### src/rtl/qpsk_pkg.sv
// Shared definitions for the QPSK demodulator back end: combiner FSM state
// encoding and the default serial bit hold length.
package qpsk_pkg;

  typedef enum logic [1:0] {
    IDLE   = 2'd0,
    SEND_I = 2'd1,
    SEND_Q = 2'd2
  } state_t;

  localparam int SAMPLE_DEFAULT = 100;

endpackage

### src/rtl/qpsk_iq_comb.sv
// I/Q parallel-to-serial combiner. Each strobed I/Q pair is emitted as I
// then Q, each bit held SAMPLE clocks, with a one-clock sync_flag_o pulse
// on the first cycle of every serial bit. A new strobe always restarts the
// sequence at SEND_I, even mid-symbol or on a terminal count.
// Optional build macro QPSK_IQ_COMB_BUSY_EN adds the registered busy_o
// output (high while in SEND_I or SEND_Q).
//
// state  | meaning
// IDLE   | no symbol pending, demo_ser_o holds its last value
// SEND_I | latched I bit being driven, cnt 0..SAMPLE-1
// SEND_Q | latched Q bit being driven, cnt 0..SAMPLE-1
module qpsk_iq_comb
  import qpsk_pkg::*;
#(
  parameter int SAMPLE = SAMPLE_DEFAULT
) (
  input  logic clk,
  input  logic rst,
  input  logic sync_I,
  input  logic sync_Q,
  input  logic sync_flag_i,
  output logic demo_ser_o,
  output logic sync_flag_o
`ifdef QPSK_IQ_COMB_BUSY_EN
  ,
  output logic busy_o
`endif
);

  localparam int CW = $clog2(SAMPLE + 1);
  localparam logic [CW-1:0] LAST = CW'(SAMPLE - 1);

  state_t          state, state_n;
  logic [CW-1:0]   cnt, cnt_n;
  logic            lat_i, lat_q, lat_i_n, lat_q_n;
  logic            ser_n, flag_n;

  // State, counter, latched pair and registered outputs.
  always_ff @(posedge clk or posedge rst) begin
    if (rst) begin
      state       <= IDLE;
      cnt         <= '0;
      lat_i       <= 1'b0;
      lat_q       <= 1'b0;
      demo_ser_o  <= 1'b0;
      sync_flag_o <= 1'b0;
    end else begin
      state       <= state_n;
      cnt         <= cnt_n;
      lat_i       <= lat_i_n;
      lat_q       <= lat_q_n;
      demo_ser_o  <= ser_n;
      sync_flag_o <= flag_n;
    end
  end

  // Next-state and next-output decode; a strobe overrides every terminal event.
  always_comb begin
    state_n = state;
    cnt_n   = cnt;
    lat_i_n = lat_i;
    lat_q_n = lat_q;
    ser_n   = demo_ser_o;
    flag_n  = 1'b0;
    if (sync_flag_i) begin
      lat_i_n = sync_I;
      lat_q_n = sync_Q;
      state_n = SEND_I;
      cnt_n   = '0;
      ser_n   = sync_I;
      flag_n  = 1'b1;
    end else begin
      case (state)
        IDLE: begin
          cnt_n = '0;
        end
        SEND_I: begin
          if (cnt == LAST) begin
            state_n = SEND_Q;
            cnt_n   = '0;
            ser_n   = lat_q;
            flag_n  = 1'b1;
          end else begin
            cnt_n = cnt + CW'(1);
          end
        end
        SEND_Q: begin
          if (cnt == LAST) begin
            state_n = IDLE;
            cnt_n   = '0;
          end else begin
            cnt_n = cnt + CW'(1);
          end
        end
        default: begin
          state_n = IDLE;
          cnt_n   = '0;
        end
      endcase
    end
  end

`ifdef QPSK_IQ_COMB_BUSY_EN
  // Busy flag registered from the next state so it aligns with the serial bits.
  always_ff @(posedge clk or posedge rst) begin
    if (rst) busy_o <= 1'b0;
    else     busy_o <= (state_n != IDLE);
  end
`endif

endmodule

### config.mk
export PLATFORM = sky130hd
export DESIGN_NAME = qpsk_iq_comb
export DESIGN_NICKNAME = d
export VERILOG_FILES = /design/src/rtl/qpsk_pkg.sv /design/src/rtl/qpsk_iq_comb.sv
export SDC_FILE = /design/constraint.sdc
export NUM_CORES = 1
export LEC_CHECK = 0
export CORE_AREA = 2 2 39 41
export CTS_BUF_LIST = sky130_fd_sc_hd__clkbuf_4
export DETAILED_ROUTE_END_ITERATION = 8
export DIE_AREA = 0 0 41 43
export GPL_TIMING_DRIVEN = 0
export PLACE_DENSITY = 0.75
export SLEW_MARGIN = 5
export SYNTH_ARGS = -nofsm -noshare
export SYNTH_HDL_FRONTEND = slang
export SYNTH_SLANG_ARGS = --single-unit
### constraint.sdc
create_clock -name clk -period 2.6 [get_ports clk]
set_clock_uncertainty 0.05 [all_clocks]
set_input_delay 0.39 -clock clk [delete_from_list [all_inputs] [get_ports clk]]
set_output_delay 0.39 -clock clk [all_outputs]
set_load 0.01 [all_outputs]
== Word level (Yosys, flattened, before mapping) ==
Index checks and enable logic that the tools add are counted.

* Flip-flop bits (word level): 12
* Input bits: 5
* Output and inout bits: 2
* Word-level logic and storage cells: 31

* Add/subtract/negate cells: 1
* Equality and inequality tests: 6
* Muxes and demuxes: 13
* Reductions and logical operators: 6

{| class="wikitable"
|+ Operators by type and width
! cell !! number
|-
| $mux W7 || 3
|-
| $add A7 B1 Y7 const B || 1
|-
| $eq A7 B7 Y1 const B || 1
|-
| $mux W1 || 6
|-
| $mux W2 || 3
|-
| $ne A3 B3 Y1 const B || 2
|-
| $pmux W2 S3 || 1
|-
| $reduce_bool A2 Y1 || 2
|-
| $reduce_and A3 Y1 || 1
|-
| $eq A2 B1 Y1 const B || 1
|-
| $eq A2 B2 Y1 const B || 1
|-
| $logic_not A2 Y1 || 1
|-
| $ne A2 B2 Y1 const B || 1
|-
| $reduce_and A2 Y1 || 1
|-
| $reduce_or A2 Y1 || 1
|}

== Depth between registers and ports, before layout ==
* Depth in word-level cells: 4
* Mapped depth: 5

== Worst setup path before layout ==
Ideal clock, no wire load.

* Path type: reg-to-reg
* Start: register cnt[0]
* End: register state[1]
* Setup time: 0.082 ns
* Arrival: 1.666 ns
* Data required time: 2.468 ns
* Setup slack: 0.802 ns
* Stages on the path, launching flop included: 6
* Path buffers: 1
* Period minus slack after synthesis: 1.798 ns
* Cells stage by stage: dfrtp_1 ha_1 or4b_1 clkbuf_2 or4_1 a31oi_1

* Word-level cells in the longest chain between the ends: 3
* Elaborated cells on any way between the ends: 4
* Classes of those cells: 3 x eq/ne; 1 x reduce/logical

{| class="wikitable"
|+ RTL lines
! what !! RTL line !! RTL
|-
| start, declared || qpsk_iq_comb.sv:34 || <nowiki>logic [CW-1:0] cnt, cnt_n;</nowiki>
|-
| start signal, assigned || qpsk_iq_comb.sv:49 || <nowiki>cnt <= cnt_n;</nowiki>
|-
| $eq A7 B7 Y1 (*) || qpsk_iq_comb.sv:78, qpsk_iq_comb.sv:88 ||
|-
| $ne A3 B3 Y1 (no source line) || -- ||
|-
| $reduce_and A3 Y1 (no source line) (*) || -- ||
|-
| end signal, assigned || qpsk_iq_comb.sv:48 || <nowiki>state <= state_n;</nowiki>
|-
| end, declared || qpsk_iq_comb.sv:33 || <nowiki>state_t state, state_n;</nowiki>
|}

Mark *: on every way between the ends. The rest lies on a longest branch, timed or not.
A chain may end at the register's enable or synchronous reset.

== Worst setup path after layout ==
* Start: register cnt[0]
* End: register cnt[2]

* Word-level cells in the longest chain between the ends: 4
* Elaborated cells on any way between the ends: 5
* Classes of those cells: 1 x add/sub; 1 x eq/ne; 3 x mux

{| class="wikitable"
|+ RTL lines
! what !! RTL line !! RTL
|-
| $add A7 B1 Y7 or $eq A7 B7 Y1 (tied branches) || -- ||
|-
| $mux W7 (*) || qpsk_iq_comb.sv:78, qpsk_iq_comb.sv:88 ||
|-
| $mux W7 (*) || -- ||
|-
| $mux W7 (*) || qpsk_iq_comb.sv:65 || <nowiki>if (sync_flag_i) begin</nowiki>
|-
| named net cnt_n[2] || qpsk_iq_comb.sv:34 ||
|}

The timed path passes the listed nets; every way through them passes the cells marked *.

==> run_results.csv <==
group,metric,value,unit
timing,tns,0,ns
routing,drc,0,
synth,synthArstFlopShare,1.00,
grt,grt_antenna_before_repair,0,
power_and_ir_drop,power.density,552,nW/um^2
timing,clock.fmax,525,MHz
timing,grt_setup_unrepaired,"false",
timing,hold_viol,0,
routing,first_iter_violations,10,
setup_path,cp.arrival,1.99,ns
floorplan,fp.dieW,41,um
routing,detail_route.first_pass.iterations,4,
layout,final_layout_size_suffix_gt1_frac,0.0909,
grt,grt_pass1_wl,1670,um
grt,grt_usage,0.144,
power_and_ir_drop,ir_worst_vdd,0.000245,V
placement,place_ws,0.684,ns
layout,fin_cells,82,
grt,gr-total-overflow,0,
layout,nets,77,
timing,setup_violations,0,
timing,maxSlewHeadroom,0.676,
synth,ys_ff_latch,12,
placement,place_congestion,0.724,
setup_path,crit_start,"cnt[0]$_DFF_PP0_",
timing,min_period,1.91,ns
setup_path,crit_path_start_kind,"flop",
setup_path,end_kind,"flop",
floorplan,die_h,43,um
synth,syn-num-nets,66,
placement,placed_area,671,um^2
placement,place_hpwl,742,um
timing,maxSlewViolCount,0,
clock_network,root_buffer,"clkbuf_4",
synth,syn_area,591,um^2
clock_network,cts_tree,"done",
setup_path,critical_path_class,"reg -> reg",
routing,vias,427,
setup_path,r2r-start,"cnt[0]$_DFF_PP0_",
synth,synth-main-ff-cell,"dfrtp_1",
floorplan,num_rows,14,
run,drv_cap,0,
floorplan,initial_core_util,0.427,
floorplan,ios,7,
routing,ant_nets,0,
synth,synth-seq-area-share,0.508,
setup_path,cp_max_fo,7,
synth,yosys.area.top_type,"dfrtp_1",
synth,synth.avg_cell_area,10.4,um^2
layout,area_growth,17.4,%
routing,vias_per_cell,5.21,
grt,grt_pass1_vias,421,
clock_network,cts-buffers-inserted,3,
floorplan,die_area,1760,um^2
clock_network,clk_pin_slew,0.07,ns
layout,final_cell_area,693,um^2
layout,final_cell_mix,"dfrtp_1, inv_1, clkdlybuf4s50_1",
run_status,status,"completed",
worst_hold_path,worstHoldPathType,"in -> async",
synth,yosys_warnings,0,
clock_network,htree_levels,1,
routing,drt-total-wl,987,um
layout,diodes,0,
layout,layout_commonest_cell,"dfrtp_1",
layout,seq_area,300,um^2
timing,fin_ws,0.695,ns
clock_network,post_cts_resized,0,
synth,synth.lib_cells_used.distinct,23,
synth,synth_cells,57,
power_and_ir_drop,p_leak,0.000312,uW
synth,yosys-top-cells-area,"dfrtp_1, ha_1, inv_1",
setup_path,cp.required,2.69,ns
clock_network,ctsHoldBuffers,0,
timing,period_share,0.733,
clock_network,clockBufferDepth,2,
clock_network,clk_latency,0.27,ns
layout,multi_input_area,263,um^2
placement,portBuffers,6,
layout,n_fill_cell,132,
synth,synth_edf_count,0,
grt,grt_max_degree,13,
timing,tightest_slew,0.484,ns
clock_network,cts.sinks,12,
floorplan,design.core.area,1380,um^2
placement,dp_cells,79,
power_and_ir_drop,power.total,383,uW
synth,synth_top_area_frac,0.508,
clock_network,post_cts_buffers,0,
routing,wl_per_cell,12.0,um
## sequential cells by signal (all words and copies together) (netlist names)
signal,cells
cnt,7
lat_q,1
sync_flag_o,1
demo_ser_o,1
state,2
## Yosys cell counts (all sizes together) (2+ instances only)
| cell | instances |
|---|---|
| o21ai | 3 |
| nand2 | 3 |
| nand3 | 3 |
| nor2 | 5 |
| o31ai | 2 |
| inv | 6 |
| or3 | 2 |
| dfrtp | 12 |
| ha | 4 |
| a21oi | 2 |
| o211ai | 2 |
| xnor2 | 2 |
## cell families (layout without fill, tap and decap cells)
kind of cell,Yosys count,in the layout,synth area share
buffers and inverters,7,16,0.0466
adder cells (fa/ha/maj),4,4,0.0847
XOR/XNOR,3,3,0.0445
AO/OA/AOI/OAI,14,14,0.159
AND/OR/NAND/NOR,16,16,0.138
flip-flops,12,12,0.508
multiplexers,1,1,0.0191
## layer usage
layer / vias up / share of wire / track usage
met3: 4 / 0.020 / 0.0157
met2: 11 / 0.46 / 0.222
met4: 0 / 0.034 / 0.120
li1: 221 / - / -
met1: 191 / 0.49 / 0.167
met5: - / 0 / 0
## worst max-delay path, cell delays in order, from the launching register on
cell and delay, ns:
dfrtp_1 0.37, ha_1 0.23, or4b_1 0.44, clkbuf_2 0.16
o211ai_1 0.43, nor2_1 0.11
## power breakdown
group | switching (uW) | total (uW) | internal, uW | leakage, uW
registers | 8.66 | 209 | 200 | 0.000153
clock network | 57.3 | 111 | 53.5 | 0.0000138
logic | 33.7 | 63.5 | 29.8 | 0.000145
## area by class of cell
type / count / share of cell area
Clock buffer: 3 / 0.0325
Inverter: 6 / 0.0325
Multi-Input combinational cell: 38 / 0.379
Tap cell: 16 / 0.0289
Buffer: 1 / 0.00722
Sequential cell: 12 / 0.433
Timing Repair Buffer: 6 / 0.0866
## stage by stage
stage	util	hold slack [ns]
after detailed placement	0.485	0.404
after global placement	0.485	0.401
after global routing	0.501	0.419
after floorplan	-	0.205
final	0.501	0.366
after CTS	0.501	0.382
## worst paths after layout
| kind | endpoint | slack [ns] | depth (start not counted) |
|---|---|---|---|
| worst min-delay path | state[1]$_DFFE_PP0P_ | 0.37 | 2 |
| worst min register to register | cnt[0]$_DFF_PP0_ | 0.41 | 1 |
| worst max-delay path | cnt[2]$_DFF_PP0_ | 0.69 | 5 |
| max in group asynchronous | cnt[1]$_DFF_PP0_ | 1.82 | 2 |
| min in group clk | cnt[0]$_DFF_PP0_ | 0.41 | 1 |
| worst max register to register | cnt[2]$_DFF_PP0_ | 0.69 | 5 |
(Power assumes the default switching activity.)
